==> src/rtl/vg_host_spi.sv <==
// vg_host_spi: SPI-slave (mode 0) host port for the vector generator.
// The host streams display lists into vector RAM, issues GO to start a frame
// and reads back halt/error status.  All SPI pins are synchronised into clk;
// SCLK must run at clk/8 or slower.
module vg_host_spi #(
  parameter int ADDR_W      = 10,
  parameter int SYNC_STAGES = 2
) (
  input  logic              clk,
  input  logic              reset,
  input  logic              spi_sclk,
  input  logic              spi_mosi,
  input  logic              spi_cs_n,
  output logic              spi_miso,
  output logic [ADDR_W-1:0] ram_addr,
  output logic [7:0]        ram_wdata,
  output logic              ram_we,
  output logic              dmago,
  input  logic              halted_in,
  output logic              busy
);

  localparam logic [7:0] CMD_ADDR = 8'h01;
  localparam logic [7:0] CMD_GO   = 8'h02;
  localparam logic [7:0] CMD_STAT = 8'h03;

  typedef enum logic [2:0] {
    ST_IDLE    = 3'd0,
    ST_CMD     = 3'd1,
    ST_ADDR_HI = 3'd2,
    ST_ADDR_LO = 3'd3,
    ST_DATA    = 3'd4,
    ST_STAT    = 3'd5,
    ST_IGNORE  = 3'd6
  } state_t;

  // synchronisers and edge-detect history
  logic [SYNC_STAGES-1:0] sclk_sync_r;
  logic [SYNC_STAGES-1:0] mosi_sync_r;
  logic [SYNC_STAGES-1:0] cs_sync_r;
  logic [SYNC_STAGES:0]   valid_r;
  logic                   sclk_d_r;
  logic                   cs_d_r;
  logic                   armed_r;

  logic sclk_s, mosi_s, cs_s, valid_s;
  logic sclk_rise_s, sclk_fall_s, cs_fall_s, cs_rise_s, in_frame_s;

  // byte assembly
  logic [7:0] shift_r;
  logic [2:0] bit_cnt_r;
  logic       byte_done_r;

  // control
  state_t state_r, state_next_s, state_case_s;
  logic   do_write_s, do_go_s, do_stat_s, set_err_s, load_hi_s, load_lo_s;

  // datapath
  logic [ADDR_W-1:0] addr_r;
  logic              err_r;
  logic [7:0]        miso_sr_r;
  logic              miso_run_r;
  logic [ADDR_W-1:0] ram_addr_r;
  logic [7:0]        ram_wdata_r;
  logic              ram_we_r;
  logic              dmago_r;
  logic              busy_r;

  assign sclk_s  = sclk_sync_r[SYNC_STAGES-1];
  assign mosi_s  = mosi_sync_r[SYNC_STAGES-1];
  assign cs_s    = cs_sync_r[SYNC_STAGES-1];
  // The synchronised view is trusted only once the chains have refilled after reset.
  assign valid_s = valid_r[SYNC_STAGES];

  assign sclk_rise_s = valid_s & sclk_s & ~sclk_d_r;
  assign sclk_fall_s = valid_s & ~sclk_s & sclk_d_r;
  // A frame may start only after cs_n has been seen high since reset.
  assign cs_fall_s   = armed_r & ~cs_s & cs_d_r;
  assign cs_rise_s   = valid_s & cs_s & ~cs_d_r;
  assign in_frame_s  = (state_r != ST_IDLE) & ~cs_s;

  // Synchronise the SPI pins and keep one cycle of history for edge detection.
  always_ff @(posedge clk) begin
    if (reset) begin
      sclk_sync_r <= {SYNC_STAGES{1'b0}};
      mosi_sync_r <= {SYNC_STAGES{1'b0}};
      cs_sync_r   <= {SYNC_STAGES{1'b1}};
      valid_r     <= {(SYNC_STAGES+1){1'b0}};
      sclk_d_r    <= 1'b0;
      cs_d_r      <= 1'b1;
      armed_r     <= 1'b0;
    end else begin
      sclk_sync_r <= {sclk_sync_r[SYNC_STAGES-2:0], spi_sclk};
      mosi_sync_r <= {mosi_sync_r[SYNC_STAGES-2:0], spi_mosi};
      cs_sync_r   <= {cs_sync_r[SYNC_STAGES-2:0], spi_cs_n};
      valid_r     <= {valid_r[SYNC_STAGES-1:0], 1'b1};
      sclk_d_r    <= sclk_s;
      cs_d_r      <= cs_s;
      if (valid_s && cs_s) begin
        armed_r <= 1'b1;
      end
    end
  end

  // Shift MOSI in MSB first on sclk rise and flag each completed byte.
  always_ff @(posedge clk) begin
    if (reset) begin
      shift_r     <= 8'h00;
      bit_cnt_r   <= 3'd0;
      byte_done_r <= 1'b0;
    end else begin
      byte_done_r <= 1'b0;
      if (cs_fall_s) begin
        bit_cnt_r <= 3'd0;
      end else if (sclk_rise_s && in_frame_s) begin
        shift_r     <= {shift_r[6:0], mosi_s};
        bit_cnt_r   <= bit_cnt_r + 3'd1;
        byte_done_r <= (bit_cnt_r == 3'd7);
      end
    end
  end

  // FSM state register.
  always_ff @(posedge clk) begin
    if (reset) begin
      state_r <= ST_IDLE;
    end else begin
      state_r <= state_next_s;
    end
  end

  // Next state and per-byte actions; a completed byte is acted on even when cs_n rises in the same cycle.
  always_comb begin
    state_case_s = state_r;
    do_write_s   = 1'b0;
    do_go_s      = 1'b0;
    do_stat_s    = 1'b0;
    set_err_s    = 1'b0;
    load_hi_s    = 1'b0;
    load_lo_s    = 1'b0;
    case (state_r)
      ST_IDLE: begin
        if (cs_fall_s) begin
          state_case_s = ST_CMD;
        end else begin
          state_case_s = ST_IDLE;
        end
      end
      ST_CMD: begin
        if (byte_done_r) begin
          case (shift_r)
            CMD_ADDR: state_case_s = ST_ADDR_HI;
            CMD_GO: begin
              do_go_s      = 1'b1;
              state_case_s = ST_IGNORE;
            end
            CMD_STAT: begin
              do_stat_s    = 1'b1;
              state_case_s = ST_STAT;
            end
            default: begin
              set_err_s    = 1'b1;
              state_case_s = ST_IGNORE;
            end
          endcase
        end else begin
          state_case_s = ST_CMD;
        end
      end
      ST_ADDR_HI: begin
        if (byte_done_r) begin
          load_hi_s    = 1'b1;
          state_case_s = ST_ADDR_LO;
        end else begin
          state_case_s = ST_ADDR_HI;
        end
      end
      ST_ADDR_LO: begin
        if (byte_done_r) begin
          load_lo_s    = 1'b1;
          state_case_s = ST_DATA;
        end else begin
          state_case_s = ST_ADDR_LO;
        end
      end
      ST_DATA: begin
        if (byte_done_r) begin
          do_write_s = 1'b1;
        end else begin
          do_write_s = 1'b0;
        end
        state_case_s = ST_DATA;
      end
      ST_STAT:   state_case_s = ST_STAT;
      ST_IGNORE: state_case_s = ST_IGNORE;
      default:   state_case_s = ST_IDLE;
    endcase
    if (cs_rise_s) begin
      state_next_s = ST_IDLE;
    end else begin
      state_next_s = state_case_s;
    end
  end

  // Address pointer, RAM write port, GO pulse and error flag.
  always_ff @(posedge clk) begin
    if (reset) begin
      addr_r      <= {ADDR_W{1'b0}};
      err_r       <= 1'b0;
      ram_addr_r  <= {ADDR_W{1'b0}};
      ram_wdata_r <= 8'h00;
      ram_we_r    <= 1'b0;
      dmago_r     <= 1'b0;
    end else begin
      ram_we_r <= do_write_s;
      dmago_r  <= do_go_s;
      if (do_write_s) begin
        ram_addr_r  <= addr_r;
        ram_wdata_r <= shift_r;
        addr_r      <= addr_r + ADDR_W'(1);
      end else if (load_hi_s) begin
        addr_r[ADDR_W-1:8] <= shift_r[ADDR_W-9:0];
      end else if (load_lo_s) begin
        addr_r[7:0] <= shift_r;
      end
      if (set_err_s) begin
        err_r <= 1'b1;
      end else if (do_stat_s) begin
        err_r <= 1'b0;
      end
    end
  end

  // Status shift-out; the fall that ends the command byte is skipped so the MSB survives until the host samples it.
  always_ff @(posedge clk) begin
    if (reset) begin
      miso_sr_r  <= 8'h00;
      miso_run_r <= 1'b0;
      busy_r     <= 1'b0;
    end else begin
      busy_r <= valid_s & ~cs_s;
      if (cs_s) begin
        miso_sr_r  <= 8'h00;
        miso_run_r <= 1'b0;
      end else if (do_stat_s) begin
        miso_sr_r  <= {halted_in, err_r, 6'b000000};
        miso_run_r <= 1'b0;
      end else if (state_r == ST_STAT) begin
        if (sclk_rise_s) begin
          miso_run_r <= 1'b1;
        end
        if (sclk_fall_s && miso_run_r) begin
          miso_sr_r <= {miso_sr_r[6:0], 1'b0};
        end
      end
    end
  end

  assign spi_miso  = miso_sr_r[7];
  assign ram_addr  = ram_addr_r;
  assign ram_wdata = ram_wdata_r;
  assign ram_we    = ram_we_r;
  assign dmago     = dmago_r;
  assign busy      = busy_r;

endmodule

==> config.mk <==
export PLATFORM = sky130hd
export DESIGN_NAME = vg_host_spi
export DESIGN_NICKNAME = d
export VERILOG_FILES = /design/src/rtl/vg_host_spi.sv
export SDC_FILE = /design/constraint.sdc
export NUM_CORES = 1
export LEC_CHECK = 0
export ABC_AREA = 1
export CORE_ASPECT_RATIO = 2
export CORE_MARGIN = 4
export CORE_UTILIZATION = 50
export CTS_BUF_LIST = sky130_fd_sc_hd__clkbuf_16
export DETAILED_ROUTE_END_ITERATION = 6
export PLACE_DENSITY_LB_ADDON = 0.12
export SLEW_MARGIN = 20
export SYNTH_ARGS = -nofsm -noshare
export SYNTH_HDL_FRONTEND = slang
export SYNTH_SLANG_ARGS = --single-unit
==> constraint.sdc <==
create_clock -name clk -period 1.2 [get_ports clk]
set_input_delay 0.12 -clock clk [delete_from_list [all_inputs] [get_ports clk]]
set_output_delay 0.12 -clock clk [all_outputs]
set_load 0.01 [all_outputs]
==> results.toml <==
[logic_synthesis]
synth_seq_cells = 62
yosysSeqAreaShare_pct = 47.3
synth-main-ff-cell = "dfxtp_1"
syn-num-nets = 360
syn_area_mm2 = 0.00263
syn_area_per_cell_um2 = 7.48
ys.warnings.count = 0
synthCells = 351
synth-edff-count = 0
async_flop_share_pct = 0
synthDistinctLibCells = 32

[global_route]
grt_max_degree = 28
antenna_found_initial = 0
grt_use_total_pct = 23.3
grt_pass1_vias = 2553
grt_first_pass_wirelength_mm = 11.4
grt_overflow = 0

[route]
viasPerCell = 5.30
wl_per_cell_um = 14.8
routed_wirelength_mm = 7.40
ant_nets = 0
num_vias = 2647
drtIter0Drc = 98
drt-pass1-iter-count = 4
drcViolationCount = 0

[clocking]
cts_made_buffers = 9
cts_hold_buf = 0
cts.clk_slew.worst_paths_ns = 0.05
cts_tree = "yes"
cts.sinks = 62
clk_latency_ns = 0.33
clock_path_buffers = 2
htreeDepth = 3
cts_root_buf = "clkbuf_16"

[run_status]
status = "finished, violations left"
violations = "negative setup slack"

[placed_design]
dp_hpwl_mm = 5.02
placed_cells = 476
gp_congestion = 0.847
port_buffers = 27
placedInstanceArea_mm2 = 0.00332

[layout]
multi_input_area_mm2 = 0.00138
final_cells = 499
diodes = 0
seqCellArea_mm2 = 0.00126
area_growth_pct = 51.0
final_cell_mix = "dfxtp_1, nand2_1, buf_4"
fin_nets = 447
drive_above_1_share_pct = 34.2
num-fill-cells = 368
final_area_mm2 = 0.00396
mostFrequentLayoutCell = "dfxtp_1"

[die]
dieArea_mm2 = 0.00654
ios = 28
die_y_um = 110
start_util_pct = 51.1
core_area_mm2 = 0.00514
die_w_um = 59.2
row_count = 37

[sta]
setup_viol = 3
timing.final.ws_setup_ns = -0.0303
finalSetupTns_ns = -0.0480
skew_ns = 0.00342
max_freq_mhz = 813
worst_pin_slew_ns = 0.326
min_period_ns = 1.23
report.final.slew_viol_count = 0
fin_crit_sh_pct = 103
finalHoldViolCount = 0
grt_setup_unrepaired = "yes"
maxSlewHeadroom_pct = 78.3

[critical_path]
path_max_fanout = 4
cp-end-kind = "flip-flop"
required_ns = 1.43
crit_arrival_ns = 1.46
start_kind = "flip-flop"
critPathKind = "reg2reg"

[pwr]
ir_drop_mv = 1.29
pwr_density_cell_mw_per_mm2 = 1110
total_leakage_power_uw = 0.00173

[run]
drv_cap = 0

[min_path]
hold_class = "in2reg"
[flip-flops by register name (all words and copies together) (netlist names), 2 cells and up]
register / cells
addr_r: 10
bit_cnt_r: 3
cs_sync_r: 2
miso_sr_r: 2
mosi_sync_r: 2
ram_addr: 10
ram_wdata: 8
sclk_sync_r: 2
shift_r: 8
state_r: 3
valid_r: 3
[Yosys cell counts (all sizes together), types with 2 or more instances]
library cell,number,area (µm²)
a21oi,30,150
buf,11,70.1
nand3,33,165
nor3,5,25.0
a31oi,2,12.5
clkbuf,2,8.75
nand4,3,18.8
o21ai,33,165
inv,44,165
ha,3,37.5
a211oi,4,40.0
nor2,49,214
or2,3,18.8
dfxtp,62,1240
nand2,61,249
[layout make-up]
type,count,share of cell area (%)
multi-input cells,231,34.8
flip-flops and latches,62,31.8
repair buffers,89,20.5
clock buffers,9,5.68
inverters,45,4.77
well taps,58,1.83
clock inverters,5,0.537
[cell families after synthesis]
family          Yosys count  synth area share [%]
compound gates           72                  14.9
xor+xnor                  1                 0.334
fa+ha+maj                 3                  1.43
buf+inv                  58                  9.44
flops                    62                  47.3
simple gates            155                  26.6
[path summary, 6_finish.rpt]
path	to	slack, ns	start	cells past startpoint
max	addr_r[9]	-0.03	addr_r[2]	7
min	mosi_sync_r[0]	0.31	spi_mosi	3
max reg2reg	addr_r[9]	-0.03	addr_r[2]	7
min reg2reg	valid_r[2]	0.40	valid_r[1]	2
[routing by layer]
| layer | GRT usage [%] | vias up | routed length, µm |
|---|---|---|---|
| met3 | 3.63 | 27 | 168 |
| met5 | 0 | - | 0 |
| met4 | 16.2 | 0 | 426 |
| li1 | - | 1311 | - |
| met1 | 21.9 | 1260 | 2530 |
| met2 | 42.2 | 49 | 4280 |
[what timing repair did]
action	CTS	global route
resized for setup	43	81
setup endpoints to repair	58	37
cloned	0	3
pin swaps	1	10
buffers inserted	1	5
[worst max-delay path, cell delays in order (launching register included)]
cell	delay, ns
dfxtp_1	0.38
nand3_1	0.23
nor2_4	0.20
nand2_1	0.08
nand2_1	0.08
nand3_2	0.07
nand2_1	0.05
inv_1	0.03
[report_power, final]
part / total [µW] / internal (µW) / switching (µW) / leakage, µW
combinational: 118 / 55.3 / 62.8 / 0.00109
sequential: 2090 / 2080 / 11.4 / 0.000507
clock: 2190 / 1340 / 853 / 0.000131
[through the flow]
stage | setup WS [ns] | util, % | total power [µW] | hold WS (ns)
6_report | -0.0303 | 77.1 | 4400 | 0.312
5_1_grt | -0.124 | 77.1 | 4520 | 0.354
4_1_cts | -0.00518 | 70.0 | 4420 | 0.310
3_5_place_dp | -0.140 | 64.7 | 2240 | 0.398
3_3_place_gp | -0.109 | 64.7 | 2240 | 0.390
2_1_floorplan | 0.0492 | - | 2180 | 0.224
Note: power is estimated with default switching activity, not from simulation.
